`config.mk`:
```
export PLATFORM = sky130hd
export DESIGN_NAME = ssid_address_sequencer
export DESIGN_NICKNAME = d
export VERILOG_FILES = /design/src/rtl/ssid_pkg.sv /design/src/rtl/ssid_list_table.sv /design/src/rtl/ssid_address_sequencer.sv
export SDC_FILE = /design/constraint.sdc
export NUM_CORES = 1
export LEC_CHECK = 0
export CAP_MARGIN = 15
export CORE_MARGIN = 10
export CORE_UTILIZATION = 35
export CTS_CLUSTER_SIZE = 24
export DETAILED_ROUTE_END_ITERATION = 10
export HOLD_SLACK_MARGIN = 0.06
export PLACE_DENSITY_LB_ADDON = 0.05
export SLEW_MARGIN = 20
export SYNTH_ARGS = -nofsm -noshare
export SYNTH_HDL_FRONTEND = slang
export SYNTH_HIERARCHICAL = 1
export SYNTH_SLANG_ARGS = --single-unit
```
`constraint.sdc`:
```
create_clock -name clock -period 6.5 [get_ports clock]
set_clock_uncertainty 0.2 [all_clocks]
set_input_delay 0.65 -clock clock [delete_from_list [all_inputs] [get_ports clock]]
set_output_delay 0.65 -clock clock [all_outputs]
set_load 0.01 [all_outputs]
```
`src/rtl/ssid_pkg.sv`:
```
// Shared types and constants for the SSID address sequencer.
package ssid_pkg;

  localparam int SSIDBITS_DEF = 8;

  typedef enum logic [1:0] {
    ST_IDLE = 2'd0,
    ST_RUN  = 2'd1,
    ST_DONE = 2'd2
  } state_t;

  localparam logic MODE_LINEAR = 1'b0;
  localparam logic MODE_LIST   = 1'b1;

endpackage

```
`src/rtl/ssid_list_table.sv`:
```
// SSID list table: register array, synchronous write, asynchronous read.
module ssid_list_table #(
  parameter int SSIDBITS   = 8,
  parameter int LIST_DEPTH = 32,
  localparam int LIST_AW   = $clog2(LIST_DEPTH)
) (
  input  logic                clock,
  input  logic                wrEn,
  input  logic [LIST_AW-1:0]  wrAddr,
  input  logic [SSIDBITS-1:0] wrData,
  input  logic [LIST_AW-1:0]  rdAddr,
  output logic [SSIDBITS-1:0] rdData
);

  // No reset: contents survive a sequencer reset.
  logic [SSIDBITS-1:0] mem [LIST_DEPTH];

  always_ff @(posedge clock) begin
    if (wrEn) mem[wrAddr] <= wrData;
  end

  assign rdData = mem[rdAddr];

endmodule

```
`src/rtl/ssid_address_sequencer.sv`:
```
// SSID address source for HNM/HCM lookups: linear sweep or list playback
// with a valid/ready handshake and optional looping.
module ssid_address_sequencer
  import ssid_pkg::*;
#(
  parameter int SSIDBITS   = SSIDBITS_DEF,
  parameter int LIST_DEPTH = 32,
  localparam int LIST_AW   = $clog2(LIST_DEPTH)
) (
  input  logic                clock,
  input  logic                reset,
  input  logic                start,
  input  logic                mode,
  input  logic                loop,
  input  logic                stop,
  input  logic [SSIDBITS-1:0] lin_first,
  input  logic [SSIDBITS-1:0] lin_last,
  input  logic [LIST_AW:0]    list_len,
  input  logic                tbl_wr_en,
  input  logic [LIST_AW-1:0]  tbl_wr_addr,
  input  logic [SSIDBITS-1:0] tbl_wr_data,
  output logic [SSIDBITS-1:0] ssid,
  output logic                ssid_valid,
  input  logic                ssid_ready,
  output logic                busy,
  output logic                done,
  output logic [15:0]         emitted
);

  localparam logic [LIST_AW:0] DEPTH_W = (LIST_AW+1)'(LIST_DEPTH);

  state_t stateQ, stateNext;

  logic                modeQ, loopQ;
  logic [SSIDBITS-1:0] firstQ, lastQ, ssidQ, rdData;
  logic [LIST_AW:0]    lenQ, lenClamped;
  logic [LIST_AW-1:0]  idxQ, rdAddr;
  logic [15:0]         emittedQ;
  logic                accept, lastElem, emptyList;

  ssid_list_table #(
    .SSIDBITS   (SSIDBITS),
    .LIST_DEPTH (LIST_DEPTH)
  ) uTable (
    .clock  (clock),
    .wrEn   (tbl_wr_en),
    .wrAddr (tbl_wr_addr),
    .wrData (tbl_wr_data),
    .rdAddr (rdAddr),
    .rdData (rdData)
  );

  always_comb begin
    lenClamped = (list_len > DEPTH_W) ? DEPTH_W : list_len;
    emptyList  = (mode == MODE_LIST) && (lenClamped == '0);
    accept     = ssid_valid && ssid_ready;
    if (modeQ == MODE_LIST) lastElem = ({1'b0, idxQ} == (lenQ - (LIST_AW+1)'(1)));
    else                    lastElem = (ssidQ == lastQ);
    // The read port always looks one entry ahead, so the registered ssid can
    // advance on every accept; it points at entry 0 when idle or on wrap.
    if ((stateQ == ST_RUN) && !lastElem) rdAddr = idxQ + LIST_AW'(1);
    else                                 rdAddr = '0;
  end

  // State register
  always_ff @(posedge clock) begin
    if (reset) stateQ <= ST_IDLE;
    else       stateQ <= stateNext;
  end

  // Next-state logic
  always_comb begin
    stateNext = stateQ;
    case (stateQ)
      ST_IDLE: if (start) stateNext = emptyList ? ST_DONE : ST_RUN;
      ST_RUN: begin
        if (stop)                              stateNext = ST_DONE;
        else if (accept && lastElem && !loopQ) stateNext = ST_DONE;
      end
      ST_DONE: stateNext = ST_IDLE;
      default: stateNext = ST_IDLE;
    endcase
  end

  // Output logic
  always_comb begin
    ssid_valid = (stateQ == ST_RUN);
    busy       = (stateQ == ST_RUN);
    done       = (stateQ == ST_DONE);
    ssid       = ssidQ;
    emitted    = emittedQ;
  end

  // Configuration, index, SSID and emitted-count registers
  always_ff @(posedge clock) begin
    if (reset) begin
      modeQ    <= MODE_LINEAR;
      loopQ    <= 1'b0;
      firstQ   <= '0;
      lastQ    <= '0;
      lenQ     <= '0;
      idxQ     <= '0;
      ssidQ    <= '0;
      emittedQ <= '0;
    end else begin
      if ((stateQ == ST_IDLE) && start) begin
        modeQ    <= mode;
        loopQ    <= loop;
        firstQ   <= lin_first;
        lastQ    <= lin_last;
        lenQ     <= lenClamped;
        idxQ     <= '0;
        emittedQ <= '0;
        ssidQ    <= (mode == MODE_LINEAR) ? lin_first : rdData;
      end else if ((stateQ == ST_RUN) && accept) begin
        if (emittedQ != '1) emittedQ <= emittedQ + 16'd1;
        if (lastElem) begin
          idxQ  <= '0;
          ssidQ <= (modeQ == MODE_LINEAR) ? firstQ : rdData;
        end else begin
          idxQ  <= idxQ + LIST_AW'(1);
          ssidQ <= (modeQ == MODE_LINEAR) ? ssidQ + SSIDBITS'(1) : rdData;
        end
      end
    end
  end

endmodule

```
* Word level (Yosys, flattened, before mapping)
Memories as Yosys holds them, arrays and structs flattened.
Index checks and enable logic that the tools add are counted.
** Storage, ports and cells
- Memories :: 1
- Logic and storage cells :: 54
- Input port bits :: 43
- Flip-flop bits (word level) :: 55
- Output and inout bits :: 27
- RAM bits :: 256
** Memory list
- uTable.mem :: depth 32, width 8, rd ports 1, clocked after Yosys merged registers in 0, write ports 1, RTL line ssid_list_table.sv:16 : logic [SSIDBITS-1:0] mem [LIST_DEPTH];
** Cells by class
- Magnitude comparators :: 1
- Equality and inequality tests :: 7
- Reduce and logical (&&, ||, !) cells :: 15
- Add/sub/neg operators :: 4
- Muxes and demuxes :: 17
** Operator list (count)
- 8-bit 2-to-1 mux :: 6
- 16-bit by 1-bit adder with 16-bit output (second input constant) :: 1
- 16-bit inequality test (second input constant) :: 1
- 5-bit 2-to-1 mux :: 2
- 8-bit by 1-bit adder with 8-bit output (second input constant) :: 1
- 8-bit == test :: 1
- 2-bit 2-to-1 mux :: 4
- 1-bit logical AND :: 7
- 5-bit by 6-bit == test with 1-bit output :: 1
- 6-bit greater-than comparator (second input constant) :: 1
- 6-bit logical NOT :: 1
- 6-bit 2-to-1 mux :: 1
- 6-bit by 1-bit subtractor with 6-bit output (second input constant) :: 1
- 5-bit by 1-bit adder with 5-bit output (second input constant) :: 1
- 2-bit one-hot mux with 2 select lines :: 1
- 2-bit AND reduction :: 2
- 1-bit 2-to-1 mux :: 3
- 3-bit by 2-bit inequality test with 1-bit output (second input constant) :: 1
- 2-bit by 1-bit == test with 1-bit output (second input constant) :: 1
- 2-bit == test (second input constant) :: 1
- 1-bit logical NOT :: 2
- 2-bit logical NOT :: 1
- 2-bit inequality test (second input constant) :: 1
- 2-bit nonzero test :: 1
- 2-bit OR reduction :: 1

* Longest topological paths before layout
An unclocked memory read counts as a cell.
- Word-level depth :: 11
- Depth in mapped cells :: 19
- Depth with buffers taken out :: 16

* Cells and area by module
The synthesis kept the hierarchy.
** By module, submodules not included
- ssid_list_table :: seq. area each 7687.4 µm², area an instance 9893.2 µm², cells an instance 409, instances 1
- ssid_address_sequencer :: seq. area each 1101.1 µm², area an instance 2961.6 µm², cells an instance 367, instances 1

* Least setup slack after synthesis
No wires, ideal clock.
- Path kind :: register to register
- Start point :: register lenQ[0]
- End point :: register ssidQ[4] (netlist: ssid[4])
- Clock period less this slack :: 4.284 ns
- Cell stages (with the launch flop) :: 18
- Data required time :: 6.163 ns
- Setup time :: 0.137 ns
- Arrival :: 3.947 ns
- Path buffers :: 3
- Setup slack :: 2.216 ns
- Cell sequence :: dfxtp_1 > or4_4 > nor3_2 > nor4b_4 > a21oi_4 > buf_6 > nand2_1 > nor2_1 > clkbuf_1 > clkbuf_1 > mux4_2 > mux4_2 > mux2_2 > mux2i_1 > nor2_1 > a21oi_1 > and2_1 > a221oi_2
** On the way
- Longest elaborated chain between the ends :: 11
- Elaborated cells on any way between the ends :: 13
- Classes of those cells :: add/sub (1); eq/ne (1); mux (8); reduce/logical (2); memory (1)
** RTL lines
- start, declared :: RTL line ssid_address_sequencer.sv:36 : logic [LIST_AW:0] lenQ, lenClamped;
- start signal, assigned :: RTL line ssid_address_sequencer.sv:111 : lenQ <= lenClamped;
- 6-bit by 1-bit subtractor with 6-bit output * :: RTL line ssid_address_sequencer.sv:57 : if (modeQ == MODE_LIST) lastElem = ({1'b0, idxQ} == (lenQ - (LIST_AW+1)'(1)));
- 5-bit by 6-bit == test with 1-bit output * :: RTL line ssid_address_sequencer.sv:57
- 1-bit 2-to-1 mux * :: RTL line ssid_address_sequencer.sv:57
- 1-bit logical NOT * :: RTL line ssid_address_sequencer.sv:61 : if ((stateQ == ST_RUN) && !lastElem) rdAddr = idxQ + LIST_AW'(1);
- 1-bit logical AND * :: RTL line ssid_address_sequencer.sv:61
- 5-bit 2-to-1 mux * :: RTL line ssid_address_sequencer.sv:61
- net rdAddr[2] :: RTL line ssid_address_sequencer.sv:37 : logic [LIST_AW-1:0] idxQ, rdAddr;
- memory read 32 x 8 bit *
- net rdData[4] :: RTL line ssid_address_sequencer.sv:35 : logic [SSIDBITS-1:0] firstQ, lastQ, ssidQ, rdData;
- 8-bit 2-to-1 mux (on tied branches) :: RTL line ssid_address_sequencer.sv:122, ssid_address_sequencer.sv:119
- 8-bit 2-to-1 mux :: RTL line ssid_address_sequencer.sv:117 : if (lastElem) begin
- 8-bit 2-to-1 mux :: RTL line ssid_address_sequencer.sv:115 : end else if ((stateQ == ST_RUN) && accept) begin
- 8-bit 2-to-1 mux * :: RTL line ssid_address_sequencer.sv:106 : if ((stateQ == ST_IDLE) && start) begin
- end signal, assigned :: RTL line ssid_address_sequencer.sv:114 : ssidQ <= (mode == MODE_LINEAR) ? lin_first : rdData;
- end signal, assigned :: RTL line ssid_address_sequencer.sv:119 : ssidQ <= (modeQ == MODE_LINEAR) ? firstQ : rdData;
- end signal, assigned :: RTL line ssid_address_sequencer.sv:122 : ssidQ <= (modeQ == MODE_LINEAR) ? ssidQ + SSIDBITS'(1) : rdData;
- end, declared :: RTL line ssid_address_sequencer.sv:35
Mark *: on every way through the listed nets, which the timed path passes. The rest lies on a longest branch. The select of a mux whose other input is x is not followed.
A chain may end at the register's enable or synchronous reset.

* Worst setup path after layout
- Start point :: register lenQ[0]
- End point :: register ssidQ[0] (netlist: ssid[0])
The elaborated chain is that of the path after synthesis.

==> metrics.txt <==
reg-to-reg startpoint=lenQ[0]; fin. max-slew vios=0; leakage=4.71 nW; worst-skew pair later-pin latency=approximately 0.52 ns; largest net degree at the start of global routing=65; deepest clock path buffer count=3; Worst setup SP type=flip-flop; Cells after Synth=between 700 and 800; DR vias/cell=about 5.3; CTS tree=yes; first-pass GRT wire length=a little under 50 mm; Antenna Cells=0; Detailed Route WL=32.4 mm; synth unique cells=56; Post-CTS Repair Setup Buffers=0; synthesis-to-finish area growth=17.7%; Hold Startpoint=firstQ[2]; CP Max Fanout=64; Slew HR=25.8%; Tmin final=just over 5 ns; DR WL/cell=24.0 um; Post-layout nets=approximately 900; TritonCTS buffer count=36; Synthesized Nets=823; layout cells sized above 1=slightly below 20%; Worst EP required=between 6 and 7 ns; die area=44800 um^2; vias=between 7000 and 8000; placeable core region=~36000 um^2; Post-DRT Antenna Nets=0; Clock Sinks=approximately 310; synthesized area=12900 um^2; drt pass-1 iters=6; fmax=a little under 200 MHz; Final Hold Viols=0; HP Class=reg2reg; Synth Register Bits=between 300 and 400; Max-Cap Viols=0; GP Congestion=~0.76; critical path arrival=between 5 and 6 ns; DIE HEIGHT=between 200 and 250 um; reg2reg end=ssid[0]; count of final setup violators=0; Starting Density=between 30% and 40%; die width=212 um; r2r setup slk=around 1.5 ns; Min-Delay Endpoint=firstQ[2]; Seq/Total Area, Yosys=between 60% and 70%; worst vdd ir=roughly 0.16 mV; Filler cells=~3300; clock-pin slew of the registers on the worst-case setup and hold paths=roughly 0.060 ns; IO Pins=70; hold buffers post-CTS=0; Root Buffer=clkbuf_16; Port-buffer cells=between 60 and 70; critical path type=reg2reg; unrepaired setup endpoints after global routing=false; grt total ovfl=0; initial DRC count=about 540; slowest CP cell=mux4_2; DRC=0; Total GRT Usage=between 10 and 15%; critical path, cell by cell=inv_1 > ha_1 > nand2b_1 > a21oi_1 > o31ai_2 > a21oi_4 > nand2_1 > nor2_4 > buf_12 > mux4_2 > mux4_2 > mux2_2 > mux2i_1 > nor2_1 > a21oi_1 > and2_1 > a221oi_1; outcome=complete, no violations; WHS=between 0.2 and 0.3 ns; initial antenna violation count=2; Critical Path End Type=flip-flop; vias in the first global route=between 7000 and 8000; CTS resizes=0; Worst Tran Pin Value=1.11 ns; Final Cycle Share=slightly below 80%; std cell rows=70; syn_area_per_cell=about 17 um^2; setup TNS=0 ns; Power Density=300 nW/um^2; H-tree depth=2; Warnings, synthesis=6; Worst R2R Path Depth=17; Critical Path Max Stage Delay=0.65 ns; detailed-placement wirelength estimate=20.9 mm; Hold Path Depth=2
-- worst max-delay path by stage --
stage	slack (ns)	cells after the start	start	endpoint
floorplan	2.22	17	lenQ[0]	ssid[4]
global placement	1.50	17	lenQ[0]	ssid[4]
detailed placement	1.46	17	lenQ[0]	ssid[4]
CTS	1.42	17	lenQ[0]	ssid[4]
global route	1.12	17	lenQ[0]	ssid[3]
finish	1.46	17	lenQ[0]	ssid[0]
-- power by group --
| group | internal, mW | total, mW | switching [mW] | leakage, nW |
|---|---|---|---|---|
| combinational | 0.200 | 0.435 | 0.236 | 1.42 |
| sequential | 2.19 | 2.22 | 0.0295 | 2.75 |
| clock | 1.09 | 1.88 | 0.789 | 0.528 |
-- synthesized netlist by cell type (all sizes together) --
cell	number	area share [%]
or3	2	0.097
nand3	14	0.55
nand2b	2	0.097
nand3b	11	0.64
nand2	62	1.8
buf	17	0.83
o211a	1	0.078
a21o	2	0.12
or3b	4	0.27
nor3b	1	0.058
ha	4	0.39
nor2b	1	0.049
nor4	3	0.26
and3b	1	0.068
nand4b	1	0.068
a221oi	4	0.32
mux2i	14	1.1
nor3	6	0.27
inv	7	0.20
edfxtp	256	60
or2	3	0.15
clkbuf	22	0.64
o31ai	1	0.097
a31oi	3	0.15
mux4	80	14
and2b	1	0.058
and4	3	0.20
mux2	8	0.70
xor2	16	1.1
o21ai	14	0.55
a41oi	1	0.068
a21oi	43	1.8
nor4b	3	0.32
o311ai	1	0.068
dfxtp	55	8.6
and3	6	0.29
o221ai	1	0.068
nand4	8	0.39
and2	5	0.24
xnor2	18	1.2
or4	2	0.15
nor2	65	1.9
a211oi	4	0.23
-- logic make-up (layout without fill, tap and decap cells) --
| kind of cell | after synthesis | in the layout | share of synthesized area [%] |
|---|---|---|---|
| XOR/XNOR | 34 | 34 | 2.32 |
| AO/OA/AOI/OAI | 75 | 75 | 3.50 |
| buffers and inverters | 46 | 152 | 1.67 |
| flip-flops | 311 | 311 | 68.4 |
| adder cells (fa/ha/maj) | 4 | 4 | 0.389 |
| AND/OR/NAND/NOR | 204 | 204 | 7.94 |
| multiplexers | 102 | 102 | 15.8 |
-- per-layer routing --
metal  up-vias  wire (um)  GRT usage, %
li1       3199          -             -
met1      3675      14800          20.1
met2       187      15500          24.0
met3        44       1550          2.32
met4         0        586          3.79
met5         -          0             0
-- cells in the final DEF, fill, tap and decap left out, types with 3 or more instances in the layout --
master,count
or3b_2,3
edfxtp_1,256
nand3b_1,11
nand4_1,8
clkbuf_1,9
mux2i_1,14
xnor2_1,18
and4_1,3
xor2_1,16
clkinv_2,5
clkdlybuf4s50_1,64
nand2_1,62
a31oi_1,3
nand3_1,14
clkbuf_16,37
nor3_1,5
o21ai_0,8
mux2_2,8
o21ai_1,6
and2_1,5
inv_1,6
buf_4,10
buf_2,5
nor2_1,63
a21oi_1,42
ha_1,4
a221oi_1,3
clkinv_1,5
mux4_2,80
a211oi_1,4
dfxtp_1,55
and3_1,5
-- critical path: cells and delay by family, from the launching register on --
kind            cells  cell delay, ns
compound gates      5            1.00
fa+ha+maj           1            0.23
buf+inv             2            0.52
flops               1            0.41
mux                 4            1.61
simple gates        5            0.84
-- final cells by class --
cell class	instances	area, um^2	share of cell area (%)
timing repair buffer	80	761	5.03
sequential	311	8790	58.1
tap	468	586	3.87
inverter	7	26.3	0.174
clock buffer	46	960	6.34
clock inverter	19	136	0.901
multi-input combinational	419	3870	25.6
-- state kept, by name (all words and copies together) (netlist names) --
register and cells:
uTable/mem 256, emitted 16, firstQ 8, lastQ 8, ssid 8, lenQ 6
idxQ 5, stateQ 2, loopQ 1, modeQ 1
-- metrics by stage --
stage | setup slack (ns) | cell area [um^2] | utilization (%) | cells | power, mW
finish | 1.46 | 15100 | 41.5 | 1350 | 4.54
global route | 1.12 | 15100 | 41.5 | 1350 | 4.72
CTS | 1.42 | 15200 | 41.6 | 1350 | 4.61
detailed placement | 1.46 | 14100 | 38.6 | 1285 | 2.71
global placement | 1.50 | 14100 | 38.6 | 1285 | 2.70
floorplan | 2.22 | 12900 | - | 776 | 2.55
Power figures use the tool's default switching activity.
